### config.mk
export PLATFORM = sky130hd
export DESIGN_NAME = uart_tx_corr2
export DESIGN_NICKNAME = d
export VERILOG_FILES = /design/src/rtl/uart_tx_corr2.sv
export SDC_FILE = /design/constraint.sdc
export NUM_CORES = 1
export LEC_CHECK = 0
export BUFFER_PORTS_ARGS = -buffer_cell sky130_fd_sc_hd__buf_2
export CELL_PAD_IN_SITES_DETAIL_PLACEMENT = 1
export CELL_PAD_IN_SITES_GLOBAL_PLACEMENT = 2
export CORE_ASPECT_RATIO = 0.75
export CORE_MARGIN = 2
export CORE_UTILIZATION = 38
export DETAILED_ROUTE_END_ITERATION = 12
export PLACE_DENSITY = 0.81
export SLEW_MARGIN = 20
export SYNTH_ARGS = -nofsm -noshare
export SYNTH_HDL_FRONTEND = slang
export SYNTH_SLANG_ARGS = --single-unit
### constraint.sdc
create_clock -name clk -period 3.3 [get_ports clk]
set_input_delay 0.66 -clock clk [delete_from_list [all_inputs] [get_ports clk]]
set_output_delay 0.66 -clock clk [all_outputs]
set_load 0.01 [all_outputs]
### src/rtl/uart_tx_corr2.sv
// uart_tx_corr2: AXI-Stream to UART transmitter.
// Frame: start(0), DATA_WIDTH data bits, optional even parity, stop(1).
// Bit time = latched prescale * 8 clk cycles (prescale 0 behaves as 1).
// Optional feature: define UART_TX_PARITY_EN to insert one even-parity bit
// between the last data bit and the stop bit.
// Handshake: a word is taken on a rising edge where s_axis_tvalid and
// s_axis_tready are both high; tvalid may be held, tready is registered and
// only high while idle, so the source never sees a combinational path.
module uart_tx_corr2 #(
    parameter int DATA_WIDTH = 8,
    parameter int BIG_ENDIAN = 0
) (
    input  logic                  clk,
    input  logic                  rst,
    input  logic [DATA_WIDTH-1:0] s_axis_tdata,
    input  logic                  s_axis_tvalid,
    output logic                  s_axis_tready,
    output logic                  txd,
    output logic                  busy,
    input  logic [15:0]           prescale
);

    localparam int IDX_W = (DATA_WIDTH > 1) ? $clog2(DATA_WIDTH) : 1;

`ifdef UART_TX_PARITY_EN
    typedef enum logic [2:0] {
        S_IDLE   = 3'd0,
        S_START  = 3'd1,
        S_DATA   = 3'd2,
        S_PARITY = 3'd3,
        S_STOP   = 3'd4
    } state_t;
`else
    typedef enum logic [2:0] {
        S_IDLE  = 3'd0,
        S_START = 3'd1,
        S_DATA  = 3'd2,
        S_STOP  = 3'd4
    } state_t;
`endif

    state_t                state;
    logic [DATA_WIDTH-1:0] shift_reg;
    logic [DATA_WIDTH-1:0] data_in;
    logic [18:0]           bt_len;
    logic [18:0]           bt_cnt;
    logic [18:0]           bt_new;
    logic [15:0]           ps_eff;
    logic [IDX_W-1:0]      bit_idx;
    logic                  bt_done;
`ifdef UART_TX_PARITY_EN
    logic                  parity_bit;
`endif

    // Word as it will be shifted out LSB-first; MSB-first order is a reversal
    always_comb begin
        data_in = s_axis_tdata;
        if (BIG_ENDIAN != 0) begin
            for (int i = 0; i < DATA_WIDTH; i++) begin
                data_in[i] = s_axis_tdata[DATA_WIDTH-1-i];
            end
        end
    end

    // Bit time from the live prescale input; 19 bits hold 16'hFFFF * 8
    always_comb begin
        ps_eff  = (prescale == 16'd0) ? 16'd1 : prescale;
        bt_new  = {ps_eff, 3'b000};
        bt_done = (bt_cnt == (bt_len - 19'd1));
    end

    // Transmit FSM with registered txd, busy and s_axis_tready
    always_ff @(posedge clk or posedge rst) begin
        if (rst) begin
            state         <= S_IDLE;
            shift_reg     <= '0;
            bt_len        <= 19'd8;
            bt_cnt        <= '0;
            bit_idx       <= '0;
            txd           <= 1'b1;
            busy          <= 1'b0;
            s_axis_tready <= 1'b0;
`ifdef UART_TX_PARITY_EN
            parity_bit    <= 1'b0;
`endif
        end else begin
            case (state)
                S_IDLE: begin
                    txd           <= 1'b1;
                    busy          <= 1'b0;
                    s_axis_tready <= 1'b1;
                    if (s_axis_tready && s_axis_tvalid) begin
                        state         <= S_START;
                        shift_reg     <= data_in;
                        bt_len        <= bt_new;
                        bt_cnt        <= '0;
                        bit_idx       <= '0;
                        txd           <= 1'b0;
                        busy          <= 1'b1;
                        s_axis_tready <= 1'b0;
`ifdef UART_TX_PARITY_EN
                        parity_bit    <= ^s_axis_tdata;
`endif
                    end
                end
                S_START: begin
                    if (bt_done) begin
                        state     <= S_DATA;
                        bt_cnt    <= '0;
                        txd       <= shift_reg[0];
                        shift_reg <= shift_reg >> 1;
                    end else begin
                        bt_cnt <= bt_cnt + 19'd1;
                    end
                end
                S_DATA: begin
                    if (bt_done) begin
                        bt_cnt <= '0;
                        if (bit_idx == IDX_W'(DATA_WIDTH - 1)) begin
`ifdef UART_TX_PARITY_EN
                            state <= S_PARITY;
                            txd   <= parity_bit;
`else
                            state <= S_STOP;
                            txd   <= 1'b1;
`endif
                        end else begin
                            bit_idx   <= bit_idx + IDX_W'(1);
                            txd       <= shift_reg[0];
                            shift_reg <= shift_reg >> 1;
                        end
                    end else begin
                        bt_cnt <= bt_cnt + 19'd1;
                    end
                end
`ifdef UART_TX_PARITY_EN
                S_PARITY: begin
                    if (bt_done) begin
                        state  <= S_STOP;
                        bt_cnt <= '0;
                        txd    <= 1'b1;
                    end else begin
                        bt_cnt <= bt_cnt + 19'd1;
                    end
                end
`endif
                S_STOP: begin
                    if (bt_done) begin
                        state         <= S_IDLE;
                        bt_cnt        <= '0;
                        busy          <= 1'b0;
                        s_axis_tready <= 1'b1;
                    end else begin
                        bt_cnt <= bt_cnt + 19'd1;
                    end
                end
                default: begin
                    state         <= S_IDLE;
                    txd           <= 1'b1;
                    busy          <= 1'b0;
                    s_axis_tready <= 1'b0;
                end
            endcase
        end
    end

endmodule

==> results_dict.tcl <==
set metrics [dict create \
    cp_top_family "simple AND/OR/NAND/NOR gates" \
    first_global_vias 2674 \
    ctsRootBufferMaster "clkbuf_8" \
    path_depth 8 \
    cts_buffers 5 \
    final_area_um2 3640 \
    synth_flop_cell "dfrtp_1" \
    max-slew-margin-rel_pct 46.5 \
    maxCapViolations 0 \
    postCtsSetupRepairBufs 0 \
    crit_buf_inv 0 \
    detail-route-antenna-nets 0 \
    largest_reg_flops 19 \
    required_ns 3.52 \
    vias 2665 \
    setup_viol 0 \
    worstSetupStartpointType "flip-flop" \
    timing.fmax_ghz 0.316 \
    place_hpwl_mm 6.13 \
    maxSlewViolCount 0 \
    drive_gt1_share_pct 25.5 \
    gr-total-overflow 0 \
    ys_warn_count 0 \
    wl_per_cell_um 17.9 \
    p_int_mw 1.73 \
    drtIter0Drc 98 \
    slowest_stage "or4_1" \
    core_area_um2 8020 \
    nets 391 \
    die_h_um 83.4 \
    holdWs_ns 0.292 \
    hold_path_class "primary input to asynchronous set/reset pin" \
    seqPwrFrac_pct 42.4 \
    rsz0062_at_grt "false" \
    dr.pass1.iters 4 \
    crit_arrival_ns 3.38 \
    antenna_found_initial 0 \
    cp_max_fo 8 \
    max-clock-path-buffers 2 \
    netlist_area_um2 3190 \
    rrSetupSlack_ns 0.14 \
    start_util_pct 39.8 \
    h-tree-depth 2 \
    ys_seq_area_share_pct 40.8 \
    cts_tree "done" \
    finalWorstSetupSlack_ns 0.139 \
    via_per_inst 5.72 \
    portBuffers 29 \
    fp.dieArea_um2 9160 \
    synthArstFlopShare_pct 100 \
    tightestPinTransition_ns 0.800 \
    period_share_pct 95.8 \
    rows 28 \
    clock-sinks 52 \
    syn_inst 328 \
    combPwrFrac_pct 41.8 \
    outcome "finished clean" \
    io_pins 30 \
    clkLatencyLatePin_ns 0.32 \
    grt_max_degree 39 \
    skew_ns 0.0111 \
    pwr_density_cell_nw_per_um2 797 \
    die_w_um 110 \
    avgSynthCellArea_um2 9.74 \
    area_growth_pct 13.9 \
    critPathCaptureType "flip-flop" \
    max_stage_delay_ns 0.57 \
    synth.distinct_cells 55 \
    path_cells "or4_1 -> or4b_4 -> nor2_1 -> xnor2_1 -> o22ai_4 -> nand4_1 -> a21oi_4 -> mux2_2" \
    power_mw 2.90 \
    final.setup.tns_ns 0 \
    critical_path.startpoint "bt_len[7]" \
    rr_startpoint "bt_len[7]" \
    wirelength_mm 8.32 \
    synth_nets 359 \
    hold_buffers 0 \
    crit_type "flip-flop to flip-flop" \
    reg2regPathDepth 8 \
    crit_end "shift_reg[0]" \
    p_leak_nw 1.56 \
    synth_edf_count 0 \
    min_period_ns 3.16 \
    post-route-drc-count 0 \
    switching_share_pct 40.3 \
    path_clk_slew_ns 0.10 \
    post-place-ws_ns 0.0148 \
    track_usage_pct 19.6 \
    place_congestion 0.763 \
    ys_ff_latch 52 \
    dpl-instance-area_um2 3500 \
    peakVddDrop_v 0.000435 \
    r2r_end "shift_reg[0]" \
    switching_power_mw 1.17 \
    hold_violations 0 \
    num_antenna_cells 0 \
    grt_first_pass_wirelength_mm 14.0 \
    clkPwrFrac_pct 15.8 \
]
==> metrics by stage <==
step | cells | util, %
6_report | 466 | 45.3
5_1_grt | 466 | 45.3
4_1_cts | 466 | 45.1
3_5_place_dp | 458 | 43.7
3_3_place_gp | 458 | 43.7
2_1_floorplan | 328 | -
==> per-layer routing <==
layer	vias up	share of wire, %	GRT usage [%]
met5	-	0	0
met4	0	0.94	4.49
met3	8	3.6	3.14
met2	42	43	27.6
met1	1334	52	30.9
li1	1281	-	-
==> cell type report <==
class	instances	area, µm²
clock buffers	5	68.8
well taps	105	131
inverters	13	48.8
multi-input cells	246	1790
flip-flops and latches	52	1300
fillers	936	4390
clock inverters	3	42.5
repair buffers	42	255
==> cells by family after synthesis <==
group	share of synthesized area (%)
AOI/OAI and AO/OA	17.0
xor gates and xnor gates	7.13
adders and majority gates	1.57
buffers and inverters	3.92
DFF	40.8
muxes	12.5
and+or+nand+nor	17.1
==> worst reg2reg max path, delay by kind of cell (launching register included) <==
family,cells,cell delay [ns]
AO/OA/AOI/OAI,2,0.64
multiplexers,1,0.38
XOR/XNOR,1,0.15
flip-flops,1,0.44
AND/OR/NAND/NOR,4,1.47
==> layout by cell type, fill, tap and decap left out, types with 6 or more instances in the layout <==
master / instances
nor4_1: 6
mux2i_1: 6
a21oi_1: 25
nand2_1: 14
buf_2: 29
nand2b_1: 8
nor3_1: 7
dfrtp_1: 50
nor2_1: 20
o21ai_0: 8
xor2_1: 12
a31oi_1: 16
inv_1: 12
buf_4: 12
nand3_1: 10
xnor2_1: 14
mux2_2: 30
and3_1: 8
==> power groups by stage <==
stage | Clock, mW | Sequential, mW | Combinational (mW)
2_1_floorplan | 0 | 1.10 | 0.961
3_3_place_gp | 0 | 1.23 | 1.14
3_5_place_dp | 0 | 1.24 | 1.19
4_1_cts | 0.472 | 1.23 | 1.20
5_1_grt | 0.498 | 1.29 | 1.35
6_report | 0.459 | 1.23 | 1.21
==> synth_stat cells, types with 3 or more instances <==
| cell type | number | area share, % |
|---|---|---|
| clkbuf_1 | 12 | 1.4 |
| and2_1 | 3 | 0.59 |
| or4_1 | 5 | 1.2 |
| xor2_1 | 12 | 3.3 |
| nand2_1 | 14 | 1.6 |
| nor3_1 | 7 | 1.1 |
| inv_1 | 13 | 1.5 |
| xnor2_1 | 14 | 3.8 |
| o21ai_0 | 8 | 1.3 |
| o31ai_1 | 3 | 0.71 |
| nand4_1 | 5 | 0.98 |
| nand3_1 | 10 | 1.6 |
| buf_4 | 3 | 0.71 |
| a22o_1 | 4 | 1.1 |
| mux2i_1 | 6 | 1.9 |
| a21o_1 | 3 | 0.71 |
| a21oi_1 | 25 | 3.9 |
| nor4_1 | 8 | 1.6 |
| nand2b_1 | 8 | 1.6 |
| and3_1 | 8 | 1.6 |
| nor2_1 | 20 | 2.4 |
| ha_1 | 4 | 1.6 |
| o211ai_1 | 3 | 0.71 |
| mux2_2 | 30 | 11 |
| dfrtp_1 | 50 | 39 |
| a31oi_1 | 16 | 3.1 |
==> repair_timing <==
action | 4_1_cts | 5_1_grt
resized for setup | 0 | 4
pin swaps | 1 | 4
endpoints found under the setup margin | 1 | 17
==> how the worst min path moves through the flow <==
stage / endpoint / slack [ns]
after global placement: shift_reg[2] / 0.48
after floorplan: shift_reg[0] / 0.47
final: shift_reg[4] / 0.29
after CTS: shift_reg[1] / 0.29
after global routing: shift_reg[2] / 0.30
after detailed placement: bt_len[3] / 0.49
Note: power is estimated with default switching activity, not from simulation.
